**src/rtl/uart_pkg.sv**
```systemverilog
// -----------------------------------------------------------------------------
// uart_pkg
// Shared definitions for the arbitrated UART transmitter.
//   tx_state_t   : transmitter FSM state encoding
//   bit_count()  : last value of the bit-period counter for a clock/baud pair
//   MCLK_DEFAULT : default system clock frequency in Hz
//   BAUD_DEFAULT : default line rate in bits/s
// Optional feature macro: UART_TX_PARITY_EN adds the PARITY state.
// -----------------------------------------------------------------------------
package uart_pkg;

   localparam int MCLK_DEFAULT = 100_000_000;
   localparam int BAUD_DEFAULT = 115_200;

`ifdef UART_TX_PARITY_EN
   typedef enum logic [2:0] {
      IDLE,
      START,
      DATA,
      PARITY,
      STOP
   } tx_state_t;
`else
   typedef enum logic [2:0] {
      IDLE,
      START,
      DATA,
      STOP
   } tx_state_t;
`endif

   // One bit lasts bit_count()+1 clock cycles.
   function automatic int bit_count(input int mclk, input int baud);
      return (mclk / baud) - 1;
   endfunction

endpackage

```
**src/rtl/rr_arbiter.sv**
```systemverilog
// -----------------------------------------------------------------------------
// rr_arbiter
// Round-robin arbiter. Grants the first requesting index strictly after the
// last granted one, wrapping from N-1 to 0. After reset index 0 has highest
// priority.
//   clk_i, rst_i : clock, asynchronous active-high reset
//   req          : request vector
//   en           : grant enable; no grant and no pointer update when low
//   gnt          : one-hot grant, combinational in the enabled cycle
//   idx          : index of the selected requester (valid when any req set)
// -----------------------------------------------------------------------------
module rr_arbiter #(
   parameter int N = 4
) (
   input  logic                 clk_i,
   input  logic                 rst_i,
   input  logic [N-1:0]         req,
   input  logic                 en,
   output logic [N-1:0]         gnt,
   output logic [$clog2(N)-1:0] idx
);

   localparam int IW = $clog2(N);

   logic [IW-1:0] last_q;
   logic          found;
   int            k;

   always_comb begin
      // NOTE: every variable written here gets a value before any branch, so
      // no path leaves one unassigned and no latch is inferred.
      gnt   = '0;
      idx   = last_q;
      found = 1'b0;
      k     = 0;
      for (int i = 1; i <= N; i++) begin
         k = int'(last_q) + i;
         if (k >= N) k = k - N;
         if (!found && req[IW'(k)]) begin
            found = 1'b1;
            idx   = IW'(k);
         end
      end
      if (en && found) gnt[idx] = 1'b1;
   end

   // Pointer starts at N-1 so the search after reset begins at index 0.
   always_ff @(posedge clk_i or posedge rst_i) begin
      // NOTE: non-blocking assignments make every flop sample pre-edge values,
      // independent of the order of clocked processes.
      if (rst_i)             last_q <= IW'(N - 1);
      else if (en && found)  last_q <= idx;
   end

endmodule

```
**src/rtl/uart_tx_arbiter.sv**
```systemverilog
// -----------------------------------------------------------------------------
// uart_tx_arbiter
// Shares one UART TX line between NREQ byte requesters. A round-robin arbiter
// picks a requester while idle, its byte is latched and sent as
// start bit, DATA_BITS data bits LSB first, [parity], one stop bit.
// The bit-period counter restarts at each frame, so bit timing is aligned to
// the frame start.
//   clk_i   : system clock
//   rst_i   : asynchronous active-high reset (aborts a frame in flight)
//   req_i   : per-requester request level, held with data until granted
//   data_i  : requester k's byte at [k*DATA_BITS +: DATA_BITS]
//   gnt_o   : one-hot, 1-cycle pulse: byte of that requester accepted
//   owner_o : index of the last granted requester
//   busy_o  : high while a frame is on the line
//   tx_o    : serial line, idle high
// Optional feature macro: UART_TX_PARITY_EN inserts an even-parity bit.
// -----------------------------------------------------------------------------
module uart_tx_arbiter
   import uart_pkg::*;
#(
   parameter int MCLK      = MCLK_DEFAULT,
   parameter int BAUD      = BAUD_DEFAULT,
   parameter int NREQ      = 4,
   parameter int DATA_BITS = 8
) (
   input  logic                      clk_i,
   input  logic                      rst_i,
   input  logic [NREQ-1:0]           req_i,
   input  logic [NREQ*DATA_BITS-1:0] data_i,
   output logic [NREQ-1:0]           gnt_o,
   output logic [$clog2(NREQ)-1:0]   owner_o,
   output logic                      busy_o,
   output logic                      tx_o
);

   localparam int BIT_CNT = bit_count(MCLK, BAUD);
   localparam int CW      = $clog2(BIT_CNT + 1);
   localparam int IW      = $clog2(NREQ);
   localparam int BW      = $clog2(DATA_BITS);

   tx_state_t            state_q, state_d;
   logic [CW-1:0]        cnt_q;
   logic [BW-1:0]        bit_q;
   logic [DATA_BITS-1:0] shift_q;
   logic [IW-1:0]        owner_q;
`ifdef UART_TX_PARITY_EN
   logic                 par_q;
`endif

   logic                 arb_en;
   logic [NREQ-1:0]      arb_gnt;
   logic [IW-1:0]        arb_idx;
   logic                 grant;
   logic                 bit_end;
   logic                 last_bit;
   logic [DATA_BITS-1:0] data_arr [NREQ];

   for (genvar g = 0; g < NREQ; g++) begin : g_unpack
      assign data_arr[g] = data_i[g*DATA_BITS +: DATA_BITS];
   end

   // Reset gates the enable so no grant can leak out while rst_i is held.
   assign arb_en   = (state_q == IDLE) && !rst_i;
   assign grant    = |arb_gnt;
   assign bit_end  = (cnt_q == CW'(BIT_CNT));
   assign last_bit = (bit_q == BW'(DATA_BITS - 1));

   rr_arbiter #(
      .N (NREQ)
   ) u_arb (
      .clk_i (clk_i),
      .rst_i (rst_i),
      .req   (req_i),
      .en    (arb_en),
      .gnt   (arb_gnt),
      .idx   (arb_idx)
   );

   // State register.
   always_ff @(posedge clk_i or posedge rst_i) begin
      if (rst_i) state_q <= IDLE;
      else       state_q <= state_d;
   end

   // Next-state logic.
   always_comb begin
      state_d = state_q;
      unique case (state_q)
         IDLE:   if (grant)   state_d = START;
         START:  if (bit_end) state_d = DATA;
`ifdef UART_TX_PARITY_EN
         DATA:   if (bit_end && last_bit) state_d = PARITY;
         PARITY: if (bit_end) state_d = STOP;
`else
         DATA:   if (bit_end && last_bit) state_d = STOP;
`endif
         STOP:   if (bit_end) state_d = IDLE;
         default: state_d = IDLE;
      endcase
   end

   // Output decode straight from the state register, so reset forces the
   // line high in the same cycle.
   always_comb begin
      tx_o   = 1'b1;
      busy_o = 1'b1;
      unique case (state_q)
         IDLE:   busy_o = 1'b0;
         START:  tx_o   = 1'b0;
         DATA:   tx_o   = shift_q[0];
`ifdef UART_TX_PARITY_EN
         PARITY: tx_o   = par_q;
`endif
         STOP:   tx_o   = 1'b1;
         default: begin
            tx_o   = 1'b1;
            busy_o = 1'b0;
         end
      endcase
   end

   // Datapath: byte latch, bit-period counter, bit index.
   always_ff @(posedge clk_i or posedge rst_i) begin
      if (rst_i) begin
         // NOTE: the shift register is only observed after a load, but it is
         // reset anyway so tx_o never carries X in simulation.
         cnt_q   <= '0;
         bit_q   <= '0;
         shift_q <= '0;
         owner_q <= '0;
`ifdef UART_TX_PARITY_EN
         par_q   <= 1'b0;
`endif
      end else if (grant) begin
         cnt_q   <= '0;
         bit_q   <= '0;
         shift_q <= data_arr[arb_idx];
         owner_q <= arb_idx;
`ifdef UART_TX_PARITY_EN
         par_q   <= ^data_arr[arb_idx];
`endif
      end else if (state_q != IDLE) begin
         if (bit_end) begin
            cnt_q <= '0;
            if (state_q == DATA) begin
               shift_q <= shift_q >> 1;
               bit_q   <= bit_q + BW'(1);
            end
         end else begin
            cnt_q <= cnt_q + CW'(1);
         end
      end
   end

   assign gnt_o   = arb_gnt;
   assign owner_o = owner_q;

endmodule
```
**config.mk**
```make
export PLATFORM = sky130hd
export DESIGN_NAME = uart_tx_arbiter
export DESIGN_NICKNAME = d
export VERILOG_FILES = /design/src/rtl/uart_pkg.sv /design/src/rtl/rr_arbiter.sv /design/src/rtl/uart_tx_arbiter.sv
export SDC_FILE = /design/constraint.sdc
export NUM_CORES = 1
export LEC_CHECK = 0
export ABC_AREA = 1
export CAP_MARGIN = 40
export CORE_UTILIZATION = 30
export DETAILED_ROUTE_END_ITERATION = 6
export MAX_ROUTING_LAYER = met4
export PLACE_DENSITY = 0.52
export SETUP_SLACK_MARGIN = 0.4
export SLEW_MARGIN = 20
export SYNTH_ARGS = -nofsm -noshare
export SYNTH_HDL_FRONTEND = slang
export SYNTH_HIERARCHICAL = 1
export SYNTH_SLANG_ARGS = --single-unit
```
**constraint.sdc**
```tcl
create_clock -name clk_i -period 3.15 [get_ports clk_i]
set_input_delay 0.4725 -clock clk_i [delete_from_list [all_inputs] [get_ports clk_i]]
set_output_delay 0.4725 -clock clk_i [all_outputs]
set_load 0.05 [all_outputs]
```
**Word level (Yosys, flattened, before mapping)**

Cells that the tools add are included.

- $add $sub $neg: 10
- Order comparisons: 11
- Equal/unequal tests: 9
- Multiplexer cells: 48
- Reduce and logical (&&, ||, !) cells: 20
- Bitwise logic cells: 1

Operators with widths:

| kind | number |
|---|---|
| $mux 8 | 6 |
| $mux 10 | 3 |
| $mux 3 | 8 |
| $bmux 8 s2 | 1 |
| $lt 2x4->1 const B | 4 |
| $mux 2 | 8 |
| $mux 1 | 14 |
| $ge 3x3->1 const B | 4 |
| $pmux 3 s4 | 1 |
| $add 10x1->10 const B | 1 |
| $eq 10x10->1 const B | 1 |
| $bmux 1 s2 | 4 |
| $ne 2x2->1 const B | 4 |
| $sub 2x1->2 const B | 4 |
| $logic_and 1x1->1 | 7 |
| $add 2x2->3 const B | 2 |
| $eq 3x2->1 const B | 2 |
| $reduce_bool 2->1 | 3 |
| $add 2x3->4 const B | 1 |
| $ge 4x3->1 const B | 1 |
| $logic_not 1->1 | 4 |
| $mux 4 | 1 |
| $reduce_and 4->1 | 1 |
| $reduce_or 4->1 | 1 |
| 13 further kinds | 13 |

- Bits in registers: 28
- Logic and storage cells: 105

**Logic depth before layout (Yosys ltp)**

Gate-level depths: netlist of the first run.

- Depth after elaboration: 24
- Gate-level depth with buffers: 20
- Gate-level depth less buffers: 20

**By module**

Netlist of the first run, hierarchy kept.

Modules (own cells, without submodules):

| module | sequential area each (µm²) | area each (µm²) | cells each | instances |
|---|---|---|---|---|
| uart_tx_arbiter | 625.6 | 1,722.9 | 234 | 1 |
| rr_arbiter | 52.6 | 467.9 | 80 | 1 |

**Worst setup path after synthesis of the first run**

OpenSTA, ideal clock, no wires.

- Kind: register -> register
- Start point: register u_arb.last_q[0]
- End point: register shift_q[3]
- Arrival: 2,898 ps
- Stages on the path, launching flop included: 20
- Setup slack: 134 ps
- Required time: 3,032 ps
- Cells stage by stage: dfstp_2 > buf_6 > nand2_1 > nand2_2 > nand2_4 > nand2_8 > or2_1 > nand3_2 > nand2_2 > inv_2 > nor2_1 > nor2_2 > nand2_4 > clkinv_4 > buf_8 > o21ai_2 > nand2_4 > buf_12 > nand2_2 > nand2_1

- Cells in the longest elaborated chain, start to end: 24
- Elaborated cells on any way between the ends: 59
- Those cells by class: add/sub: 8; order compare: 6; mux: 31; bitwise: 1; reduce/logical: 13

RTL lines:

| element | RTL line | source |
|---|---|---|
| from (decl) | rr_arbiter.sv:25 | `logic [IW-1:0] last_q;` |
| from (signal assigned) | rr_arbiter.sv:51 | `if (rst_i) last_q <= IW'(N - 1);` |
| from (signal assigned) | rr_arbiter.sv:52 | `else if (en && found) last_q <= idx;` |
| $add 2x1->3 | rr_arbiter.sv:37 | `k = int'(last_q) + i;` |
| $ge 3x3->1 / $sub 2x1->2 (equally long branches) | rr_arbiter.sv:38 | `if (k >= N) k = k - N;` |
| $mux 2 | rr_arbiter.sv:38 |  |
| $bmux 1 s2 | rr_arbiter.sv:39 | `if (!found && req[IW'(k)]) begin` |
| $mux 1 (not written as such) (2 in series) | rr_arbiter.sv:39 |  |
| $mux 1 | rr_arbiter.sv:39 |  |
| $logic_not 1->1 | rr_arbiter.sv:39 |  |
| $logic_and 1x1->1 | rr_arbiter.sv:39 |  |
| [... 7 more ...] | - |  |
| net arb_idx[1] | uart_tx_arbiter.sv:52 | `logic [IW-1:0] arb_idx;` |
| [... 1 more ...] | - |  |
| $logic_and 1x1->1 (not written as such) | rr_arbiter.sv:44 | `if (en && found) gnt[idx] = 1'b1;` |
| $mux 1 (not written as such) | rr_arbiter.sv:44 |  |
| $demux 1 s2 * | - |  |
| $mux 4 * | rr_arbiter.sv:44 |  |
| net gnt_o[2] | uart_tx_arbiter.sv:30 | `output logic [NREQ-1:0] gnt_o,` |
| $reduce_or 4->1 * | uart_tx_arbiter.sv:64 | `assign grant = \|arb_gnt;` |
| $reduce_bool 2->1 (no source line) | - |  |
| $reduce_and 3->1 (no source line) | - |  |
| to (signal assigned) | uart_tx_arbiter.sv:137 | `shift_q <= data_arr[arb_idx];` |
| to (signal assigned) | uart_tx_arbiter.sv:146 | `shift_q <= shift_q >> 1;` |
| to (decl) | uart_tx_arbiter.sv:44 | `logic [DATA_BITS-1:0] shift_q;` |

The timed path passes the listed nets; every way through them passes the cells marked *. The select of a mux whose other input is x is not followed.
A chain may end at the register's enable or synchronous reset.

**Final worst setup path of the first run**

- Start point: register u_arb.last_q[0]
- End point: output gnt_o[3]

- Cells in the longest elaborated chain, start to end: 21
- Elaborated cells on any way between the ends: 49
- Those cells by class: add/sub: 8; order compare: 6; mux: 27; reduce/logical: 8

RTL lines:

| element | RTL line |
|---|---|
| $add 2x1->3 | rr_arbiter.sv:37 |
| $ge 3x3->1 / $sub 2x1->2 (equally long branches) | rr_arbiter.sv:38 |
| $mux 2 | rr_arbiter.sv:38 |
| $bmux 1 s2 | rr_arbiter.sv:39 |
| $mux 1 (not written as such) (2 in series) | rr_arbiter.sv:39 |
| $mux 1 | rr_arbiter.sv:39 |
| $logic_not 1->1 | rr_arbiter.sv:39 |
| $logic_and 1x1->1 | rr_arbiter.sv:39 |
| [... 4 more ...] | - |
| $logic_not 1->1 | rr_arbiter.sv:39 |
| $logic_and 1x1->1 | rr_arbiter.sv:39 |
| $mux 2 | rr_arbiter.sv:39 |
| $lt 2x3->1 (not written as such) / $ge 2x1->1 (equally long branches) | rr_arbiter.sv:44 |
| $logic_and 1x1->1 (not written as such) | rr_arbiter.sv:44 |
| $mux 1 (not written as such) | rr_arbiter.sv:44 |
| $demux 1 s2 | - |
| $mux 4 * | rr_arbiter.sv:44 |
| to (decl) | uart_tx_arbiter.sv:30 |

Every way passes the cells marked *; elsewhere a longest branch is shown, timed or not. The select of a mux whose other input is x is not followed.

==> run_results.csv, run 1 <==
group,metric,value,unit
finish,seqCellArea,678,um^2
sta,fin_crit,2.58,ns
run,drv_cap,0,
setup_path,end_kind,"output pin",
routing,wire_per_inst,10.8,um
power,cellPowerDensity,1160,mW/mm^2
setup_path,crit_family,"simple AND/OR/NAND/NOR gates",
setup_path,crit_type,"register to output pin",
clock_tree,cts.sink_count,27,
placement,port_buffers,45,
logic_synthesis,synth_edf_count,0,
clock_tree,cts.clk_slew.worst_paths,0.10,ns
setup_path,cp-start-kind,"register",
sta,tightestPinTransition,0.517,ns
setup_path,arrival,2.10,ns
grt,grt_pass1_vias,1972,
finish,antennaDiodeCount,0,
power,power.net_switching,1890,uW
setup_path,slowest_stage,"dfstp_2",
run_status,status,"finished clean",
floorplan,die_w,87.5,um
finish,area_growth_syn_to_layout,31.2,%
placement,post-dp-hpwl,3900,um
finish,finalNonFillerCells,456,
logic_synthesis,post_synth.cell_area_avg,6.98,um^2
logic_synthesis,synth_area,0.00219,mm^2
sta,hold_viol_final,0,
routing,final_antenna_net_count,0,
floorplan,io_pins,46,
logic_synthesis,synth_common_cells,"nand2_1 (109), nand3_1 (31), dfrtp_1 (25)",
clock_tree,cts_hold_buf,0,
power,finalPower,3330,uW
logic_synthesis,syn_inst,314,
power,ir_worst_vdd,497,uV
sta,tns,0,ns
clock_tree,worstSkewPairLatency,0.28,ns
clock_tree,clockBufferDepth,2,
grt,grt_pass1_wl,8620,um
finish,fin_util,41.6,%
setup_path,cp_max_fo,8,
logic_synthesis,synth_seq_cells,27,
finish,fillers,740,
sta,skew,0.00635,ns
grt,grt_max_degree,26,
finish,nets,408,
finish,multi_input_area,0.00138,mm^2
logic_synthesis,syn_nets,361,
power,p_seq_share,17.9,%
logic_synthesis,ys_dominant_reg_cell,"dfrtp_1",
logic_synthesis,post-synth-top-area-cell,"dfrtp_1",
min_path,hold_class,"register to register",
power,swShare,56.9,%
setup_path,crit_chain,"buf_4 -> nand2_1 -> nand2_2 -> nand2_1 -> nand2_2 -> nand3b_1 -> nand2_2 -> inv_2 -> nand2_1 -> nor2_4 -> buf_12",
logic_synthesis,ys_seq_area_share,31.0,%
sta,setup_viol,0,
clock_tree,cts-buffers-inserted,3,
grt,track_usage,14.4,%
logic_synthesis,yosysUniqueCellTypes,33,
clock_tree,clockRootBuffer,"clkbuf_8",
floorplan,die_area,0.00765,mm^2
routing,viasPerCell,4.45,
routing,drt_pass1_iterations,4,
sta,min_period_over_period,81.8,%
power,p_int,1430,uW
power,clkPwrFrac,6.1,%
power,pwr-share-comb,76.1,%
sta,grt_setup_unrepaired,"yes",
floorplan,rows,30,
floorplan,coreArea,0.00691,mm^2
routing,drcViolationCount,0,
sta,slew_headroom,65.4,%
power,power_leakage,0.00136,uW
routing,drt-total-wl,4930,um
logic_synthesis,synth_warnings,6,
logic_synthesis,synth_most_common_cell,"nand2_1",
logic_synthesis,synthArstFlopShare,100,%
clock_tree,h-tree-depth,1,
finish,drive_gt1_share,20.0,%
setup_path,required,2.68,ns
clock_tree,tritoncts,"done",
placement,gp_congestion,0.859,
routing,drt_iter0_drc,88,
logic_synthesis,yosys-top-cells-area,"dfrtp_1 (29%), nand2_1 (19%), nand3_1 (7.1%)",
sta,fmaxAchievable,388,MHz
setup_path,path_buf_inv,3,
sta,final_max_slew_viol_count,0,
setup_path,slowest_delay,0.57,ns
grt,antenna_found_initial,0,
grt,grt_remaining_overflow,0,
logic_synthesis,synth_top_area_share,28.6,%
placement,dp.cells,450,
floorplan,initial_utilization,31.7,%
routing,vias,2029,
floorplan,fp.dieH,87.5,um
[state kept, by name, summed over array words and instances (netlist names)]
register	flops
bit_q	3
cnt_q	10
owner_o	2
shift_q	8
state_q	2
u_arb/last_q	2
[worst reg2reg max path: stages, from the launching register on]
cell      delay (ns)
dfstp_2         0.57
buf_4           0.16
nand2_1         0.06
nand3_1         0.10
nand2_1         0.10
nor2_4          0.15
nand3b_1        0.10
nand2_2         0.14
inv_2           0.06
nand2_1         0.13
nor2_4          0.07
nor2_2          0.12
nand2_4         0.09
inv_8           0.11
nand2_2         0.13
nand2_8         0.16
inv_4           0.08
nand3_1         0.08
nand2_1         0.05
[metal layers]
| metal | vias up | global-route usage, % | wire (um) |
|---|---|---|---|
| met5 | - | - | 0 |
| li1 | 1096 | - | - |
| met3 | 4 | 2.27 | 167 |
| met4 | 0 | 1.79 | 23 |
| met1 | 892 | 18.1 | 2310 |
| met2 | 37 | 25.0 | 2420 |
[metrics by stage]
step           hold slack, ns  instance area, um^2  setup WS (ns)
2_1_floorplan           0.384                 2210          0.406
3_3_place_gp            0.469                 2770          0.276
3_5_place_dp            0.480                 2770          0.222
4_1_cts                 0.503                 2830          0.449
5_1_grt                 0.525                 2870          0.359
6_report                0.494                 2870          0.573
[timing repair]
action	in CTS	in global routing
pin swaps	0	1
buffers inserted	2	0
cloned	0	0
endpoints found under the setup margin	15	15
resized for setup	0	9
[cell usage in the layout (no fill, tap or decap), drive strengths merged]
master	synthesis	routed
nand3b	1	1
dfrtp	25	25
dlymetal6s2s	0	1
clkdlybuf4s50	0	40
ha	9	9
a31oi	5	5
dfstp	2	2
nand4	6	6
nand2	136	136
a21oi	13	13
xor2	3	3
buf	7	9
clkbuf	1	4
o21ai	12	12
nor2	26	26
nor3	2	2
or2	2	2
inv	28	29
nand3	35	35
[area by class of cell]
class,instances,share of cell area [%]
Timing Repair Buffer,50,18.5
Sequential cell,27,23.6
Clock buffer,4,1.57
Inverter,29,4.14
Tap cell,96,4.18
Multi-Input combinational cell,250,48.1
[cells by family (layout without fill, tap and decap cells)]
family / Yosys count / count (layout) / share of synthesized area, %
simple gates: 208 / 208 / 46.5
buf+inv: 37 / 83 / 8.39
compound gates: 30 / 30 / 7.82
flops: 27 / 27 / 31.0
fa+ha+maj: 9 / 9 / 5.14
xor+xnor: 3 / 3 / 1.20
[power by group through the flow]
stage	combinational, uW	sequential [uW]	clock (uW)
finish	2530	594	202
global route	2830	613	221
CTS	2460	594	210
detailed placement	2420	616	0
global placement	2410	617	0
floorplan	1940	616	0
[path summary, 6_finish.rpt]
kind,from,to,slack [ns],cells after the start
setup / recovery,u_arb/last_q[0]$_DFFE_PP1P_,gnt_o[3],0.57,11
hold / removal,bit_q[1]$_DFFE_PP0P_,bit_q[1]$_DFFE_PP0P_,0.49,2
setup reg to reg,u_arb/last_q[0]$_DFFE_PP1P_,shift_q[4]$_DFFE_PP0P_,0.59,18
hold reg to reg,bit_q[1]$_DFFE_PP0P_,bit_q[1]$_DFFE_PP0P_,0.49,2
max in group asynchronous,rst_i,shift_q[1]$_DFFE_PP0P_,2.28,3
min in group asynchronous,rst_i,u_arb/last_q[1]$_DFFE_PP1P_,0.58,2
Note: power is estimated with default switching activity, not from simulation.
==> run 2, diff against run 1 <==
--- a/config.mk
+++ b/config.mk
@@ -10,7 +10,7 @@
 export CORE_UTILIZATION = 30
 export DETAILED_ROUTE_END_ITERATION = 6
 export MAX_ROUTING_LAYER = met4
-export PLACE_DENSITY = 0.52
+export PLACE_DENSITY = 0.54
 export SETUP_SLACK_MARGIN = 0.4
 export SLEW_MARGIN = 20
 export SYNTH_ARGS = -nofsm -noshare
==> constraint.sdc (replaced) <==
create_clock -name clk_i -period 2.1 [get_ports clk_i]
set_input_delay 0.315 -clock clk_i [delete_from_list [all_inputs] [get_ports clk_i]]
set_output_delay 0.315 -clock clk_i [all_outputs]
set_load 0.05 [all_outputs]
==> run 2 against run 1 <==
  * The run now ends with setup timing left
  * Combinational power rose by 110%
  * Critical path type unchanged
  * Highest routed layer unchanged
  * Sequential cell count is the same
  * Clock-buffer cell count decreased by 1
  * Cell count is 7.7% higher
  * Setup slack worse by 0.94 ns
  * Power is 96% higher
  * Critical path depth is 1 higher
==> run_results.csv, run 2 (synthesized netlist as in run 1, its figures left out) <==
group,metric,value,unit
power,power_leakage,0.00161,uW
sta,slew_headroom,64.7,%
sta,fmaxAchievable,405,MHz
grt,grt_pass1_vias,2082,
sta,setup_ws,-0.371,ns
routing,drt_pass1_iterations,4,
clock_tree,cts.clk_slew.worst_paths,0.10,ns
routing,drt-total-wl,5370,um
finish,regMostFlops,"cnt_q",
placement,dp.cells,480,
grt,grt_remaining_overflow,0,
floorplan,coreArea,0.00691,mm^2
finish,final_common_cell,"nand2_1",
finish,antennaDiodeCount,0,
sta,hold_viol_final,0,
floorplan,rows,30,
floorplan,die_w,87.5,um
clock_tree,cts.sink_count,27,
routing,final_antenna_net_count,0,
run_status,violations,"setup timing",
finish,reg.largest.list,"cnt_q x10, shift_q x8, bit_q x3",
placement,post-dp-hpwl,4100,um
setup_path,arrival,2.16,ns
floorplan,die_area,0.00765,mm^2
setup_path,crit_family,"simple AND/OR/NAND/NOR gates",
run,drv_cap,0,
finish,finalNonFillerCells,491,
routing,wire_per_inst,10.9,um
setup_path,end_kind,"output pin",
min_path,hold_class,"register to register",
setup_path,path_buf_inv,3,
sta,skew,0.00642,ns
sta,fin_crit,2.47,ns
setup_path,slowest_delay,0.61,ns
sta,final_max_slew_viol_count,0,
finish,nets,443,
sta,tightestPinTransition,0.531,ns
finish,largest_reg_flops,10,
grt,grt_pass1_wl,9260,um
routing,vias,2197,
setup_path,crit_chain,"inv_4 -> nand2_2 -> nand2_4 -> nand2_4 -> nand2_8 -> nor2_4 -> nand3_1 -> nand2_2 -> nand3_2 -> nor2_4 -> buf_6 -> buf_12",
floorplan,fp.dieH,87.5,um
grt,grt_max_degree,26,
run_status,status,"finished, violations left",
finish,finalInstanceArea,0.00343,mm^2
placement,gp_congestion,0.852,
grt,antenna_found_initial,0,
routing,viasPerCell,4.47,
placement,placed_cell_area,0.00309,mm^2
clock_tree,clockRootBuffer,"clkbuf_8",
clock_tree,cts_hold_buf,0,
placement,port_buffers,45,
setup_path,cp-start-kind,"register",
setup_path,required,1.78,ns
sta,min_period_over_period,118,%
routing,drt_iter0_drc,76,
power,cellPowerDensity,1900,mW/mm^2
grt,track_usage,15.5,%
finish,drive_gt1_share,33.9,%
sta,grt_setup_unrepaired,"yes",
sta,setup_viol,29,
clock_tree,cts-buffers-inserted,3,
floorplan,initial_utilization,31.7,%
routing,drcViolationCount,0,
power,ir_worst_vdd,834,uV
setup_path,crit_type,"register to output pin",
clock_tree,clockBufferDepth,2,
setup_path,cp_max_fo,8,
clock_tree,worstSkewPairLatency,0.28,ns
setup_path,slowest_stage,"dfstp_2",
finish,final_cell_mix,"nand2_1 (95), clkdlybuf4s50_1 (37), nand3_1 (28)",
clock_tree,tritoncts,"done",
clock_tree,h-tree-depth,1,
finish,area_growth_syn_to_layout,56.5,%
floorplan,io_pins,46,
-- run 2: cell count changes in the layout (fill, tap and decap cells not counted), moves of 6 or more --
cell	delta
nand2_2	+6
nand2_1	-14
buf_6	+10
nand2_4	+7
buf_4	+22
-- run 2: area by class of cell --
type | count | area, um^2
fillers | 687 | 3480
multi-input cells | 250 | 1560
repair buffers | 85 | 878
flip-flops and latches | 27 | 678
inverters | 29 | 141
well taps | 96 | 120
clock buffers | 3 | 41.3
clock inverters | 1 | 8.76
-- run 2: metrics by stage --
stage | power (uW) | setup TNS [ns] | util (%) | hold slack (ns) | setup WS [ns]
after global routing | 7130 | -12.46 | 49.6 | 0.515 | -0.521
after detailed placement | 5430 | -10.54 | 44.8 | 0.478 | -0.450
after CTS | 6050 | -6.96 | 46.7 | 0.504 | -0.316
final | 6530 | -8.52 | 49.6 | 0.495 | -0.371
after global placement | 5420 | -9.55 | 44.8 | 0.466 | -0.404
after floorplan | 3990 | -9.43 | - | 0.227 | -0.479
-- run 2: final timing paths --
path	end	slack [ns]	from	depth (start not counted)
setup / recovery	gnt_o[1]	-0.37	u_arb/last_q[0]$_DFFE_PP1P_	12
hold / removal	owner_o[1]$_DFFE_PP0N_	0.50	owner_o[1]$_DFFE_PP0N_	2
setup reg to reg	state_q[1]$_DFFE_PP0P_	-0.37	u_arb/last_q[0]$_DFFE_PP1P_	19
hold reg to reg	owner_o[1]$_DFFE_PP0N_	0.50	owner_o[1]$_DFFE_PP0N_	2
max in group asynchronous	cnt_q[3]$_DFFE_PP0P_	1.28	rst_i	4
min in group asynchronous	u_arb/last_q[0]$_DFFE_PP1P_	0.53	rst_i	3
-- run 2: timing repair --
action,in CTS,in global routing
endpoints found under the setup margin,33,32
pin swaps,7,26
resized for setup,23,41
buffers inserted,0,7
hold endpoints to repair,0,0
-- run 2: routing by layer --
layer	vias to the layer above	wire (um)	part of all wire, %	GRT usage [%]
met5	-	0	0	-
met3	5	215	4.0	2.65
met2	41	2600	48	25.5
li1	1172	-	-	-
met4	0	42	0.78	3.28
met1	979	2510	47	20.0
-- run 2: worst register-to-register path: stages (launching register included) --
cell	delay, ns
dfstp_2	0.61
inv_4	0.08
nand2_2	0.08
nand2_4	0.07
nand2_4	0.09
nand2_8	0.08
nor2_4	0.15
nand3_1	0.10
nand2_2	0.12
nand3_2	0.10
nor2_4	0.14
nor2_4	0.06
nand2_4	0.10
clkinv_8	0.09
nand2_8	0.10
inv_6	0.04
a21oi_4	0.14
nand2_2	0.07
nand2_1	0.07
nand2_1	0.05
-- run 2: power breakdown --
group	switching (uW)	internal, uW
Combinational	3060	2260
Sequential	155	730
Clock	184	140
==> run 3, diff against run 2 <==
--- a/config.mk
+++ b/config.mk
@@ -11,7 +11,7 @@
 export DETAILED_ROUTE_END_ITERATION = 6
 export MAX_ROUTING_LAYER = met4
 export PLACE_DENSITY = 0.54
-export SETUP_SLACK_MARGIN = 0.4
+export SETUP_SLACK_MARGIN = 0.1
 export SLEW_MARGIN = 20
 export SYNTH_ARGS = -nofsm -noshare
 export SYNTH_HDL_FRONTEND = slang
==> run 3 against run 2 <==
  * The run still ends with setup timing left
  * Sequential power rose by 0.9%
  * Design area fell by 1.9%
  * Non-clock buffer count fell by 1
  * Combinational power fell by 4.3%
  * Clock skew fell by 0.0018 ns
  * Via count fell by 0.82%
  * Power fell by 3.7%
  * Critical path type unchanged
  * Largest power group unchanged
==> run_results.csv, run 3 (synthesized netlist as in run 1, its figures left out) <==
group,metric,value,unit
clock_tree,clockBufferDepth,2,
floorplan,die_w,87.5,um
grt,grt_remaining_overflow,0,
clock_tree,cts.clk_slew.worst_paths,0.09,ns
clock_tree,worstSkewPairLatency,0.27,ns
setup_path,crit_cells,13,
routing,viasPerCell,4.45,
power,cellPowerDensity,1870,mW/mm^2
sta,hold_viol_final,0,
run_status,violations,"setup timing",
routing,wire_per_inst,10.7,um
finish,largest_reg_flops,10,
finish,reg.largest.list,"cnt_q x10, shift_q x8, bit_q x3",
power,ir_worst_vdd,1060,uV
clock_tree,clockRootBuffer,"clkbuf_8",
clock_tree,h-tree-depth,1,
setup_path,slowest_delay,0.63,ns
setup_path,slowest_stage,"dfstp_2",
setup_path,arrival,2.15,ns
sta,fmaxAchievable,406,MHz
run,drv_cap,0,
floorplan,io_pins,46,
setup_path,crit_start,"u_arb/last_q[0]$_DFFE_PP1P_",
routing,drt_iter0_drc,116,
routing,drt-total-wl,5240,um
sta,tns,-8.26,ns
finish,drive_gt1_share,32.5,%
grt,track_usage,15.4,%
clock_tree,cts_hold_buf,0,
placement,port_buffers,45,
finish,antennaDiodeCount,0,
run_status,status,"finished, violations left",
placement,post-dp-hpwl,4070,um
finish,final_cell_mix,"nand2_1 (98), clkdlybuf4s50_1 (39), buf_4 (32)",
setup_path,crit_path_end,"gnt_o[2]",
grt,grt_pass1_vias,2060,
routing,vias,2179,
grt,antenna_found_initial,0,
sta,tightestPinTransition,0.516,ns
sta,setup_ws,-0.366,ns
min_path,hold_class,"register to register",
placement,gp_congestion,0.793,
finish,regMostFlops,"cnt_q",
floorplan,coreArea,0.00691,mm^2
floorplan,fp.dieH,87.5,um
clock_tree,cts-buffers-inserted,3,
sta,skew,0.00463,ns
sta,final_max_slew_viol_count,0,
sta,grt_setup_unrepaired,"yes",
setup_path,crit_top_cell,"nand2_2",
setup_path,r2r_cells,19,
setup_path,end_kind,"output pin",
floorplan,rows,30,
setup_path,crit_type,"register to output pin",
setup_path,crit_chain,"inv_6 -> nand2_2 -> nand2_4 -> nand2_4 -> nand2_8 -> nor2_4 -> nand3b_1 -> nand2_2 -> inv_4 -> nand2_2 -> nor2_4 -> buf_4 -> buf_12",
grt,grt_pass1_wl,9250,um
setup_path,rr_endpoint,"bit_q[2]$_DFFE_PP0P_",
power,power_leakage,0.00159,uW
finish,final_common_cell,"nand2_1",
setup_path,cp_max_fo,8,
sta,timing.hold.ws,0.494,ns
setup_path,required,1.78,ns
sta,setup_viol,29,
routing,final_antenna_net_count,0,
clock_tree,tritoncts,"done",
routing,drt_pass1_iterations,5,
floorplan,die_area,0.00765,mm^2
sta,slew_headroom,65.5,%
setup_path,rr_startpoint,"u_arb/last_q[0]$_DFFE_PP1P_",
floorplan,initial_utilization,31.7,%
routing,drcViolationCount,0,
setup_path,path_buf_inv,4,
sta,min_period_over_period,117,%
finish,area_growth_syn_to_layout,53.5,%
finish,nets,442,
setup_path,reg2reg_slack,-0.34,ns
grt,grt_max_degree,26,
sta,fin_crit,2.47,ns
setup_path,crit_family,"simple AND/OR/NAND/NOR gates",
setup_path,cp-start-kind,"register",
clock_tree,cts.sink_count,27,
## run 3: changes by cell type in the layout (fill, tap and decap cells not counted), sizes merged
cell / previous run / this run
inv: 29 / 28
clkdlybuf4s50: 37 / 39
clkinvlp: 0 / 1
dlygate4sd2: 2 / 0
buf: 46 / 45
## run 3: tightest hold or removal path: cells and delay by family, from the launching register on
| family | cells | cell delay, ns |
|---|---|---|
| and+or+nand+nor | 2 | 0.09 |
| DFF | 1 | 0.37 |
## run 3: final cells by class
cell class | instances | area, um^2
clock inverter | 1 | 7.51
inverter | 29 | 136
clock buffer | 3 | 41.3
tap | 96 | 120
sequential | 27 | 678
timing repair buffer | 84 | 847
multi-input combinational | 250 | 1530
fill | 703 | 3540
## run 3: timing repair
| action | in CTS | in global routing |
|---|---|---|
| gates cloned | 0 | 0 |
| gates resized for setup | 32 | 16 |
| pin swaps | 9 | 3 |
| setup buffers | 7 | 0 |
| endpoints found under the setup margin | 29 | 29 |
## run 3: layer usage
layer	GRT usage [%]	routed length (um)
met2	24.9	2470
met1	21.0	2570
met5	-	0
met4	3.58	41
met3	1.42	154
## run 3: how the worst min path moves through the flow
stage | startpoint | end | slack [ns] | cells past startpoint
floorplan | rst_i | u_arb/last_q[0]$_DFFE_PP1P_ | 0.23 | 1
global placement | shift_q[7]$_DFFE_PP0P_ | shift_q[7]$_DFFE_PP0P_ | 0.47 | 2
detailed placement | shift_q[7]$_DFFE_PP0P_ | shift_q[7]$_DFFE_PP0P_ | 0.48 | 2
CTS | shift_q[7]$_DFFE_PP0P_ | shift_q[7]$_DFFE_PP0P_ | 0.50 | 2
global route | shift_q[3]$_DFFE_PP0P_ | shift_q[3]$_DFFE_PP0P_ | 0.52 | 2
finish | shift_q[7]$_DFFE_PP0P_ | shift_q[7]$_DFFE_PP0P_ | 0.49 | 2
## run 3: metrics by stage
stage	total power (uW)	instances	area (um^2)	utilization [%]	setup slack, ns
finish	6280	490	3360	48.7	-0.366
CTS	6140	490	3310	47.9	-0.358
floorplan	3980	314	2260	-	-0.479
detailed placement	5400	479	3080	44.6	-0.466
global placement	5400	479	3080	44.6	-0.416
global route	6870	490	3360	48.7	-0.541
## run 3: power breakdown
group,internal [uW],switching (uW)
Clock,135,169
Sequential,731,163
Combinational,2120,2970
Total,2980,3300
